## src/rtl/pwm8carr_pkg.sv

```systemverilog
// Shared enums and counter width for the 8-carrier PWM event scheduler.
`ifndef EVTCOUNT_WIDTH
`define EVTCOUNT_WIDTH 8
`endif

package pwm8carr_pkg;

  localparam int unsigned EVTCOUNT_WIDTH = `EVTCOUNT_WIDTH;

  typedef enum logic {
    OFF = 1'b0,
    ON  = 1'b1
  } _pwm_onoff;

  typedef enum logic [1:0] {
    NO_COUNT   = 2'd0,
    COUNT_ZERO = 2'd1,
    COUNT_PRD  = 2'd2,
    COUNT_BOTH = 2'd3
  } _count_mode;

  typedef enum logic {
    NO_MASK = 1'b0,
    MASK    = 1'b1
  } _mask_mode;

endpackage

```

## src/rtl/pwm_evt_chan.sv

```systemverilog
// One carrier: strobe qualification, decimation counter, fire, pending request and overrun flag.
module pwm_evt_chan
  import pwm8carr_pkg::*;
#(
  parameter int unsigned EVT_W = `EVTCOUNT_WIDTH
) (
  input  logic             clk,
  input  logic             reset,
  input  logic             evt_zero,
  input  logic             evt_prd,
  input  _pwm_onoff        pwm_onoff,
  input  _count_mode       countmode,
  input  _mask_mode        maskmode,
  input  logic [EVT_W-1:0] event_count,
  input  logic             ovr_clr,
  input  logic             granted,
  input  logic             accept,
  output logic             pend,
  output logic             irq,
  output logic             ovr
);

  logic [EVT_W-1:0] cnt_q, cnt_d;
  logic             pend_q, pend_d;
  logic             irq_q, irq_d;
  logic             ovr_q, ovr_d;
  logic             q_c, off_c, fire_c;

  always_comb begin
    q_c    = 1'b0;
    off_c  = (pwm_onoff == OFF) || (countmode == NO_COUNT);
    fire_c = 1'b0;
    cnt_d  = cnt_q;
    pend_d = pend_q;
    ovr_d  = ovr_q;

    if (pwm_onoff == ON) begin
      q_c = (evt_zero && (countmode == COUNT_ZERO || countmode == COUNT_BOTH)) ||
            (evt_prd  && (countmode == COUNT_PRD  || countmode == COUNT_BOTH));
    end

    if (off_c) begin
      cnt_d = '0;
    end else if (q_c) begin
      if (maskmode == NO_MASK || cnt_q >= event_count) begin
        fire_c = 1'b1;
        cnt_d  = '0;
      end else begin
        cnt_d = cnt_q + EVT_W'(1);
      end
    end

    // A granted carrier keeps its request until the register bank takes it.
    if (accept) pend_d = 1'b0;
    if (fire_c) pend_d = 1'b1;
    if (off_c && !granted) pend_d = 1'b0;

    if (ovr_clr) ovr_d = 1'b0;
    if (fire_c && pend_q && !accept) ovr_d = 1'b1;

    irq_d = fire_c;
  end

  always_ff @(posedge clk) begin
    if (!reset) begin
      cnt_q  <= '0;
      pend_q <= 1'b0;
      irq_q  <= 1'b0;
      ovr_q  <= 1'b0;
    end else begin
      cnt_q  <= cnt_d;
      pend_q <= pend_d;
      irq_q  <= irq_d;
      ovr_q  <= ovr_d;
    end
  end

  assign pend = pend_q;
  assign irq  = irq_q;
  assign ovr  = ovr_q;

endmodule

```

## src/rtl/pwm_evt_scheduler.sv

```systemverilog
// Per-carrier event scheduler: N_CARR channels feeding a round-robin arbiter
// onto the single shadow-register load port.
module pwm_evt_scheduler
  import pwm8carr_pkg::*;
#(
  parameter int unsigned N_CARR = 8,
  parameter int unsigned EVT_W  = `EVTCOUNT_WIDTH
) (
  input  logic                      clk,
  input  logic                      reset,
  input  logic [N_CARR-1:0]         evt_zero,
  input  logic [N_CARR-1:0]         evt_prd,
  input  _pwm_onoff                 pwm_onoff   [N_CARR],
  input  _count_mode                countmode   [N_CARR],
  input  _mask_mode                 maskmode    [N_CARR],
  input  logic [EVT_W-1:0]          event_count [N_CARR],
  input  logic [N_CARR-1:0]         ovr_clr,
  output logic                      load_valid,
  output logic [$clog2(N_CARR)-1:0] load_sel,
  input  logic                      load_ready,
  output logic [N_CARR-1:0]         irq,
  output logic [N_CARR-1:0]         ovr
);

  localparam int unsigned SEL_W = $clog2(N_CARR);

  logic              load_valid_q, load_valid_d;
  logic [SEL_W-1:0]  load_sel_q, load_sel_d;
  logic [SEL_W-1:0]  ptr_q, ptr_d;
  logic [SEL_W-1:0]  base_c, pick_c;
  logic              found_c, hs_c;
  logic [N_CARR-1:0] pend, granted, accept, avail_c;

  assign hs_c = load_valid_q && load_ready;

  for (genvar i = 0; i < N_CARR; i++) begin : g_chan
    assign granted[i] = load_valid_q && (load_sel_q == SEL_W'(i));
    assign accept[i]  = granted[i] && load_ready;

    pwm_evt_chan #(.EVT_W(EVT_W)) u_chan (
      .clk         (clk),
      .reset       (reset),
      .evt_zero    (evt_zero[i]),
      .evt_prd     (evt_prd[i]),
      .pwm_onoff   (pwm_onoff[i]),
      .countmode   (countmode[i]),
      .maskmode    (maskmode[i]),
      .event_count (event_count[i]),
      .ovr_clr     (ovr_clr[i]),
      .granted     (granted[i]),
      .accept      (accept[i]),
      .pend        (pend[i]),
      .irq         (irq[i]),
      .ovr         (ovr[i])
    );
  end

  // Round-robin pick from registered pend; the carrier accepted this cycle is excluded.
  always_comb begin
    load_valid_d = load_valid_q;
    load_sel_d   = load_sel_q;
    ptr_d        = ptr_q;
    base_c       = ptr_q;
    pick_c       = '0;
    found_c      = 1'b0;
    avail_c      = pend & ~accept;

    if (hs_c) begin
      ptr_d        = (load_sel_q == SEL_W'(N_CARR - 1)) ? '0 : load_sel_q + SEL_W'(1);
      base_c       = ptr_d;
      load_valid_d = 1'b0;
    end

    for (int unsigned off = 0; off < N_CARR; off++) begin
      if (!found_c && avail_c[SEL_W'((32'(base_c) + off) % N_CARR)]) begin
        found_c = 1'b1;
        pick_c  = SEL_W'((32'(base_c) + off) % N_CARR);
      end
    end

    if ((!load_valid_q || hs_c) && found_c) begin
      load_valid_d = 1'b1;
      load_sel_d   = pick_c;
    end
  end

  always_ff @(posedge clk) begin
    if (!reset) begin
      load_valid_q <= 1'b0;
      load_sel_q   <= '0;
      ptr_q        <= '0;
    end else begin
      load_valid_q <= load_valid_d;
      load_sel_q   <= load_sel_d;
      ptr_q        <= ptr_d;
    end
  end

  assign load_valid = load_valid_q;
  assign load_sel   = load_sel_q;

endmodule

```

## config.mk

```make
export PLATFORM = sky130hd
export DESIGN_NAME = pwm_evt_scheduler
export DESIGN_NICKNAME = d
export VERILOG_FILES = /design/src/rtl/pwm8carr_pkg.sv /design/src/rtl/pwm_evt_chan.sv /design/src/rtl/pwm_evt_scheduler.sv
export SDC_FILE = /design/constraint.sdc
export NUM_CORES = 1
export LEC_CHECK = 0
export BUFFER_PORTS_ARGS = -buffer_cell sky130_fd_sc_hd__buf_4
export CAP_MARGIN = 20
export CORE_ASPECT_RATIO = 0.75
export CORE_MARGIN = 4
export CORE_UTILIZATION = 51
export DETAILED_ROUTE_END_ITERATION = 16
export MAX_ROUTING_LAYER = met4
export PLACE_DENSITY = 0.79
export SLEW_MARGIN = 20
export SYNTH_ARGS = -nofsm -noshare
export SYNTH_HDL_FRONTEND = slang
export SYNTH_SLANG_ARGS = --single-unit
```

## constraint.sdc

```tcl
create_clock -name clk -period 3.9 [get_ports clk]
set_clock_uncertainty 0.05 [all_clocks]
set_input_delay 0.78 -clock clk [delete_from_list [all_inputs] [get_ports clk]]
set_output_delay 0.78 -clock clk [all_outputs]
set_load 0.05 [all_outputs]
```

==> results of run 1 <==
## cells in the mapped netlist, types with 15 or more instances
cell	instances	area, um^2
sky130_fd_sc_hd__ha_1	81	1013
sky130_fd_sc_hd__clkbuf_1	32	120.1
sky130_fd_sc_hd__nor2_1	17	63.81
sky130_fd_sc_hd__nor2b_1	18	112.6
sky130_fd_sc_hd__and3_1	16	100.1
sky130_fd_sc_hd__nand2b_1	15	93.84
sky130_fd_sc_hd__a21o_1	42	315.3
sky130_fd_sc_hd__a21oi_1	24	120.1
sky130_fd_sc_hd__xor2_1	46	402.9
sky130_fd_sc_hd__o21ai_0	21	105.1
sky130_fd_sc_hd__mux2i_1	19	190.2
sky130_fd_sc_hd__nand3_1	32	160.2
sky130_fd_sc_hd__nand2_1	44	165.2
sky130_fd_sc_hd__nand4_1	28	175.2
sky130_fd_sc_hd__buf_4	16	120.1
sky130_fd_sc_hd__dfxtp_1	95	1902
sky130_fd_sc_hd__inv_1	85	319.1
sky130_fd_sc_hd__a211oi_1	56	420.4
## cell type report
type / count / area (um^2) / share of cell area
multi-input combinational: 584 / 4574 / 0.5300
sequential: 95 / 1904 / 0.2206
timing repair buffer: 172 / 1289 / 0.1493
inverter: 87 / 329.1 / 0.03813
clock buffer: 10 / 229.0 / 0.02653
tap: 171 / 214.0 / 0.02479
clock inverter: 6 / 91.34 / 0.01058
## logic make-up after synthesis
logic type	synth area share
and+or+nand+nor	0.1562
muxes	0.05366
xor gates and xnor gates	0.07214
buffers and inverters	0.08369
AOI/OAI and AO/OA	0.2203
DFF	0.2701
adders and majority gates	0.1439
## what timing repair did
action | in CTS | in global routing
buffers inserted | 0 | 3
setup endpoints to repair | 0 | 2
resized for setup | 0 | 2
## metal layers
layer / up-vias / wire (um) / share of wire
li1: 3214 / - / -
met1: 2881 / 8383 / 0.49
met2: 140 / 7464 / 0.44
met3: 21 / 991 / 0.058
met4: 0 / 250 / 0.015
met5: - / 0 / 0
## report_power, final
| part | internal (uW) | total (uW) | switching, uW |
|---|---|---|---|
| Sequential | 998 | 1030 | 36.9 |
| Combinational | 477 | 1070 | 597 |
| Clock | 567 | 947 | 380 |
| Total | 2040 | 3060 | 1010 |
## stage by stage
| step | hold slack, ps | total power, uW | setup slack (ps) |
|---|---|---|---|
| finish | 449.7 | 3056 | 195.6 |
| detailed placement | 434.4 | 2081 | 109.5 |
| floorplan | 408.1 | 1714 | 1.993 |
| CTS | 449.9 | 3037 | 172.1 |
| global route | 463.4 | 3203 | 12.45 |
| global placement | 427.7 | 2082 | 125.6 |
## placed cells by master (no fill, tap or decap), types with 9 or more instances in the layout
cell	instances
sky130_fd_sc_hd__xnor2_1	12
sky130_fd_sc_hd__ha_1	81
sky130_fd_sc_hd__dfxtp_1	93
sky130_fd_sc_hd__nand2_1	44
sky130_fd_sc_hd__a211oi_1	56
sky130_fd_sc_hd__o211ai_1	14
sky130_fd_sc_hd__nor2_1	17
sky130_fd_sc_hd__clkbuf_16	9
sky130_fd_sc_hd__nand4_1	28
sky130_fd_sc_hd__o21ai_0	18
sky130_fd_sc_hd__nand2b_1	15
sky130_fd_sc_hd__a21oi_1	23
sky130_fd_sc_hd__xor2_1	46
sky130_fd_sc_hd__and3_1	16
sky130_fd_sc_hd__nand3_1	32
sky130_fd_sc_hd__buf_4	171
sky130_fd_sc_hd__o21ai_1	10
sky130_fd_sc_hd__nor2b_1	18
sky130_fd_sc_hd__a21o_1	42
sky130_fd_sc_hd__o22ai_1	10
sky130_fd_sc_hd__mux2i_1	19
sky130_fd_sc_hd__inv_1	85
## worst min path at each step
stage | from | endpoint
2_1_floorplan | g_chan[4].u_chan.ovr$_SDFFE_PN0P_ | g_chan[4].u_chan.ovr$_SDFFE_PN0P_
3_3_place_gp | g_chan[5].u_chan.ovr$_SDFFE_PN0P_ | g_chan[5].u_chan.ovr$_SDFFE_PN0P_
3_5_place_dp | g_chan[7].u_chan.ovr$_SDFFE_PN0P_ | g_chan[7].u_chan.ovr$_SDFFE_PN0P_
4_1_cts | g_chan[7].u_chan.ovr$_SDFFE_PN0P_ | g_chan[7].u_chan.ovr$_SDFFE_PN0P_
5_1_grt | g_chan[6].u_chan.ovr$_SDFFE_PN0P_ | g_chan[6].u_chan.ovr$_SDFFE_PN0P_
6_report | g_chan[2].u_chan.ovr$_SDFFE_PN0P_ | g_chan[2].u_chan.ovr$_SDFFE_PN0P_
## sequential cells by signal, summed over array words and instances (netlist names)
register             cells
g_chan.u_chan.cnt_q     64
g_chan.u_chan.irq        8
g_chan.u_chan.ovr        8
g_chan.u_chan.pend       8
load_sel                 3
ptr_q                    3
load_valid               1
## worst max-delay path: stages, from the launching register on
cell                       delay (ps)
sky130_fd_sc_hd__dfxtp_2          400
sky130_fd_sc_hd__ha_1             230
sky130_fd_sc_hd__ha_1             210
sky130_fd_sc_hd__and4bb_1         250
sky130_fd_sc_hd__a21oi_4          250
sky130_fd_sc_hd__buf_4            180
sky130_fd_sc_hd__mux2_1           370
sky130_fd_sc_hd__mux4_2           510
sky130_fd_sc_hd__a32oi_4          290
sky130_fd_sc_hd__nor3_2           120
sky130_fd_sc_hd__a221oi_2         320
sky130_fd_sc_hd__o32ai_1          110
sky130_fd_sc_hd__a221o_1          310
==> run_results.csv, run 1 <==
group,metric,value,unit
outcome,outcome,"complete, no violations",
detailed_routing,first_pass_detailed_route_iteration_total,4,
clocking,max-clock-path-buffers,2,
global_route,grtUsageMet1,0.3137,
detailed_routing,totalWireLength,17.09,mm
layout,finish.net_count,1153,
detailed_routing,via_count,6256,
worst_setup_path,worst_r2r_endpoint,"load_sel[0]$_SDFFE_PN0P_",
floorplanning,design.portCount,143,
detailed_routing,vias_per_cell,5.561,
logic_synthesis,synth-seq-area-share,0.2701,
flow_run,max_cap_viol_count,0,
timing,maxSlewViolCount,0,
timing,hold_violations,0,
clocking,clkTransAtPathRegs,60,ps
pwr,leakagePower,0.004267,uW
detailed_routing,drc_marker_count_from_the_first_detailed_route_iteration,332,
detailed_routing,route.detailed.wl_per_inst,15.19,um
worst_setup_path,timing.setup.critical_path_class,"reg -> reg",
timing,rsz0062_at_grt,"false",
clocking,clock_network_latency_to_the_later_pin_of_the_worst_skew_pair,340,ps
timing,worst-slew-pin-transition,811.0,ps
global_route,grt.met2_usage,0.3292,
logic_synthesis,synthesis.yosys.warnings,0,
layout,n_fill_cell,1145,
global_route,grt.busiest_layer,"met2",
layout,drive_above_1_share,0.2254,
worst_setup_path,cp.arrival,3880,ps
pwr,power_per_cell_area,354.0,mW/mm^2
logic_synthesis,ys_ff_latch,95,
floorplanning,core_region_area,0.01324,mm^2
floorplanning,dieWidth,143.7,um
logic_synthesis,synth-edff-count,0,
layout,finish.instance_area,0.008631,mm^2
logic_synthesis,post_synth_instance_area,0.007042,mm^2
global_route,antenna_violations_before_repair,0,
worst_setup_path,worstPathMaxFanout,7,
layout,antenna_cells_inserted,0,
logic_synthesis,synth.avg_cell_area,8.609,um^2
detailed_routing,remaining_drc_errors,0,
placed_design,dpl-instance-area,0.008273,mm^2
logic_synthesis,synth-async-reset-ratio,0,
timing,setup_viol,0,
placed_design,io_buffer_count,142,
timing,timing.final.crit_period,3704,ps
worst_setup_path,worst_setup_path_start_kind,"register",
placed_design,dp_cells,1106,
worst_setup_path,launching_element_of_the_worst_setup_path,"load_sel[0]$_SDFFE_PN0P_",
timing,setup_tns,0,ps
worst_setup_path,timing.rr.start,"load_sel[0]$_SDFFE_PN0P_",
layout,post_layout_nonfiller_instances,1125,
timing,timing.final.crit_share,0.9499,
worst_hold_path,hold_class,"reg -> reg",
placed_design,gp_congestion,0.9028,
logic_synthesis,distinct_cell_type_count_of_the_synthesized_netlist,67,
clocking,htree_num_levels,3,
layout,flow.area_growth_from_synthesis,22.57,%
worst_setup_path,worstSetupEndpointType,"register",
floorplanning,floorplan.die_area,0.01577,mm^2
worst_setup_path,worst-r2r-cell-count,12,
detailed_routing,antenna_violating_nets_post_route,0,
logic_synthesis,synth_top_flop_cell,"sky130_fd_sc_hd__dfxtp_1",
logic_synthesis,synthesized_netlist_cell_count,818,
global_route,use_met3,0.03783,
pwr,max_ir_drop_vdd,0.2308,mV
floorplanning,chipHeight,109.8,um
timing,clock.fmax,269.9,MHz
global_route,grt_util_all_layers,0.2210,
clocking,clock_tree.root_cell,"sky130_fd_sc_hd__clkbuf_16",
global_route,grt_remaining_overflow,0,
clocking,cts.hold.buffers_added,0,
worst_hold_path,worstHoldPathCells,1,
clocking,clock_sink_count,95,
timing,max_slew_headroom,0.4569,
global_route,grt_pass1_wl,27.80,mm
clocking,tritoncts_clock_tree,"built",
floorplanning,effective_utilization_at_floorplan,0.5317,
worst_setup_path,setup_slack_of_the_most_critical_reg_to_reg_path,200,ps
layout,fin_util,0.6517,
global_route,maximum_number_of_pins_on_one_net_before_global_route_repair,36,
worst_setup_path,crit_path_end,"load_sel[0]$_SDFFE_PN0P_",
logic_synthesis,syn_nets,1022,
clocking,cts_made_buffers,9,
placed_design,detailedPlacementHpwl,13.13,mm
global_route,first_global_vias,5834,
floorplanning,floorplan.rows,36,
worst_setup_path,cp_data_required_time,4070,ps
Power figures use the tool's default switching activity.
==> run 2: changes to the inputs <==
--- a/config.mk
+++ b/config.mk
@@ -5,15 +5,16 @@
 export SDC_FILE = /design/constraint.sdc
 export NUM_CORES = 1
 export LEC_CHECK = 0
-export BUFFER_PORTS_ARGS = -buffer_cell sky130_fd_sc_hd__buf_4
+export BUFFER_PORTS_ARGS = -buffer_cell sky130_fd_sc_hd__buf_2
 export CAP_MARGIN = 20
-export CORE_ASPECT_RATIO = 0.75
+export CORE_ASPECT_RATIO = 1.75
 export CORE_MARGIN = 4
-export CORE_UTILIZATION = 51
+export CORE_UTILIZATION = 52
 export DETAILED_ROUTE_END_ITERATION = 16
 export MAX_ROUTING_LAYER = met4
 export PLACE_DENSITY = 0.79
 export SLEW_MARGIN = 20
 export SYNTH_ARGS = -nofsm -noshare
 export SYNTH_HDL_FRONTEND = slang
+export SYNTH_HIERARCHICAL = 1
 export SYNTH_SLANG_ARGS = --single-unit
==> run_results.csv, run 2 <==
group,metric,value,unit
global_route,grt_pass1_wl,31.25,mm
logic_synthesis,post_synth_instance_area,0.007627,mm^2
timing,hold_violations,0,
worst_setup_path,worstPathMaxFanout,6,
detailed_routing,via_count,7086,
worst_setup_path,worst_setup_path_start_kind,"register",
clocking,clkTransAtPathRegs,70,ps
pwr,leakagePower,0.004198,uW
pwr,clockPowerShare,0.263,
timing,timing.final.crit_share,0.9258,
floorplanning,dieWidth,99.55,um
timing,timing.final.crit_period,3611,ps
timing,hold_slack,444.2,ps
floorplanning,chipHeight,168.2,um
worst_setup_path,critPathTopFamily,"compound AO/OA/AOI/OAI gates",
worst_setup_path,max_stage_delay,570,ps
clocking,htree_num_levels,3,
layout,most-common-layout-cells,"142 x sky130_fd_sc_hd__buf_2, 94 x sky130_fd_sc_hd__inv_1, 93 x sky130_fd_sc_hd__dfxtp_1",
pwr,internal_power,2107,uW
logic_synthesis,synthesis.yosys.warnings,6,
clocking,cts-resized-gates,0,
timing,postLayoutSetupSlackWorst,289.4,ps
clocking,clock_tree.root_cell,"sky130_fd_sc_hd__clkbuf_16",
logic_synthesis,synth-edff-count,0,
global_route,maximum_number_of_pins_on_one_net_before_global_route_repair,44,
logic_synthesis,ys_ff_latch,95,
pwr,seqPwrFrac,0.308,
worst_hold_path,worstHoldStart,"g_chan[6].u_chan/ovr$_SDFFE_PN0P_",
worst_setup_path,timing.setup.critical_path_class,"reg -> reg",
worst_setup_path,critPathBufInv,2,
clocking,clock_sink_count,95,
timing,setup_tns,0,ps
clocking,clock_network_latency_to_the_later_pin_of_the_worst_skew_pair,340,ps
layout,n_fill_cell,1335,
timing,maxSlewViolCount,0,
detailed_routing,first_pass_detailed_route_iteration_total,4,
layout,fin_util,0.6215,
timing,clock.fmax,277.0,MHz
global_route,grt_util_all_layers,0.2317,
layout,finish.net_count,1234,
placed_design,detailedPlacementHpwl,15.35,mm
global_route,grt_remaining_overflow,0,
logic_synthesis,synth.avg_cell_area,8.737,um^2
layout,largest_register,"g_chan.u_chan/cnt_q",
layout,flow.area_growth_from_synthesis,17.08,%
logic_synthesis,synth.largest_area_cell,"sky130_fd_sc_hd__dfxtp_1",
logic_synthesis,synth_area_leaders,"sky130_fd_sc_hd__dfxtp_1 25%, sky130_fd_sc_hd__ha_1 13%, sky130_fd_sc_hd__a22o_1 4.7%",
layout,layout_commonest_cell,"sky130_fd_sc_hd__buf_2",
worst_setup_path,worstSetupEndpointType,"register",
global_route,antenna_violations_before_repair,0,
worst_setup_path,launching_element_of_the_worst_setup_path,"load_sel[0]$_SDFFE_PN0P_",
outcome,outcome,"complete, no violations",
flow_run,max_cap_viol_count,0,
clocking,max-clock-path-buffers,2,
clocking,post_cts_buffers,0,
floorplanning,floorplan.die_area,0.01675,mm^2
logic_synthesis,distinct_cell_type_count_of_the_synthesized_netlist,64,
detailed_routing,drc_marker_count_from_the_first_detailed_route_iteration,274,
logic_synthesis,syn_nets,1076,
placed_design,pre_cts_slack,149.0,ps
layout,sequential_cell_area,0.001904,mm^2
logic_synthesis,synth-async-reset-ratio,0,
detailed_routing,antenna_violating_nets_post_route,0,
pwr,power_per_cell_area,376.9,mW/mm^2
timing,max_slew_headroom,0.4811,
logic_synthesis,post_synth_most_frequent_cells,"95 x sky130_fd_sc_hd__dfxtp_1, 95 x sky130_fd_sc_hd__inv_1, 80 x sky130_fd_sc_hd__ha_1",
worst_setup_path,critical_path_cell_by_cell,"ha_1, ha_1, and4bb_1, a21oi_4, ha_4, inv_6, mux4_2, buf_4, a2111oi_0, nor4_1, nand3_1, a31oi_1, a2111oi_2",
placed_design,dp_cells,1200,
floorplanning,effective_utilization_at_floorplan,0.5308,
clocking,cts_made_buffers,9,
logic_synthesis,synth.top_cell.area_share,0.2493,
clocking,cts.hold.buffers_added,0,
placed_design,io_buffer_count,142,
detailed_routing,remaining_drc_errors,0,
layout,antenna_cells_inserted,0,
layout,post_layout_nonfiller_instances,1215,
worst_setup_path,timing.rr.start,"load_sel[0]$_SDFFE_PN0P_",
pwr,switching_share,0.3738,
layout,largest_register_ffs,64,
logic_synthesis,synth-seq-area-share,0.2493,
pwr,power_frac_comb,0.429,
logic_synthesis,synthesized_netlist_cell_count,873,
worst_setup_path,critPathSlowestCell,"sky130_fd_sc_hd__a2111oi_0",
timing,rsz0062_at_grt,"false",
detailed_routing,totalWireLength,18.87,mm
placed_design,gp_congestion,1.059,
detailed_routing,vias_per_cell,5.832,
pwr,power_switching,1258,uW
worst_setup_path,cp.arrival,3800,ps
layout,multi_input_area,0.005304,mm^2
clocking,tritoncts_clock_tree,"built",
layout,drive_above_1_share,0.2348,
floorplanning,design.portCount,143,
worst_setup_path,cp_common_cell,"sky130_fd_sc_hd__ha_1",
pwr,max_ir_drop_vdd,0.2538,mV
timing,worst-slew-pin-transition,778.4,ps
global_route,first_global_vias,7097,
worst_hold_path,hold_class,"reg -> reg",
floorplanning,floorplan.rows,58,
detailed_routing,route.detailed.wl_per_inst,15.53,um
worst_setup_path,cp_data_required_time,4090,ps
timing,setup_viol,0,
floorplanning,core_region_area,0.01437,mm^2
logic_synthesis,synth_top_flop_cell,"sky130_fd_sc_hd__dfxtp_1",
-- run 2: changes by cell type in the layout (fill, tap and decap cells not counted), moves of 15 or more --
cell	previous run	this run
sky130_fd_sc_hd__a211oi_1	56	0
sky130_fd_sc_hd__a21o_1	42	0
sky130_fd_sc_hd__a22o_1	1	41
sky130_fd_sc_hd__and2_1	4	21
sky130_fd_sc_hd__buf_2	1	142
sky130_fd_sc_hd__buf_4	171	16
sky130_fd_sc_hd__nand3_1	32	51
sky130_fd_sc_hd__nor2b_1	18	36
sky130_fd_sc_hd__o21ai_0	18	33
sky130_fd_sc_hd__o31ai_1	1	32
sky130_fd_sc_hd__xor2_1	46	17
-- run 2: kinds of logic after synthesis --
kind of cell	share of synthesized area
adder cells (fa/ha/maj)	0.1312
XOR/XNOR	0.02510
AO/OA/AOI/OAI	0.2398
AND/OR/NAND/NOR	0.2534
flip-flops	0.2493
multiplexers	0.04298
buffers and inverters	0.05807
-- run 2: per-layer routing --
metal | GRT usage | wire length [um]
met4 | 0.1195 | 714
met1 | 0.2299 | 7059
met5 | - | 0
met2 | 0.4312 | 10350
met3 | 0.03027 | 741
-- run 2: worst paths after layout --
path	cells past startpoint	slack [ps]	endpoint
max	13	290	load_sel[0]$_SDFFE_PN0P_
min	1	440	g_chan[6].u_chan/ovr$_SDFFE_PN0P_
max reg2reg	13	290	load_sel[0]$_SDFFE_PN0P_
min reg2reg	1	440	g_chan[6].u_chan/ovr$_SDFFE_PN0P_
-- run 2: cell type report --
| class | count | area share |
|---|---|---|
| multi-input combinational | 670 | 0.5939 |
| sequential | 95 | 0.2133 |
| timing repair buffer | 158 | 0.09304 |
| inverter | 97 | 0.04133 |
| clock buffer | 11 | 0.02718 |
| tap | 180 | 0.02522 |
| clock inverter | 4 | 0.006025 |
-- run 2: metrics by stage --
step / area [um^2] / total power [uW]
final: 8930 / 3365
after global routing: 8930 / 3546
after CTS: 8930 / 3372
after detailed placement: 8633 / 2479
after global placement: 8633 / 2474
after floorplan: 7671 / 2088
-- run 2: power groups by stage --
stage	sequential [uW]	combinational [uW]	clock (uW)
6_report	1040	1440	887
5_1_grt	1040	1550	953
4_1_cts	1030	1430	908
3_5_place_dp	1060	1420	0
3_3_place_gp	1060	1420	0
2_1_floorplan	1090	996	0
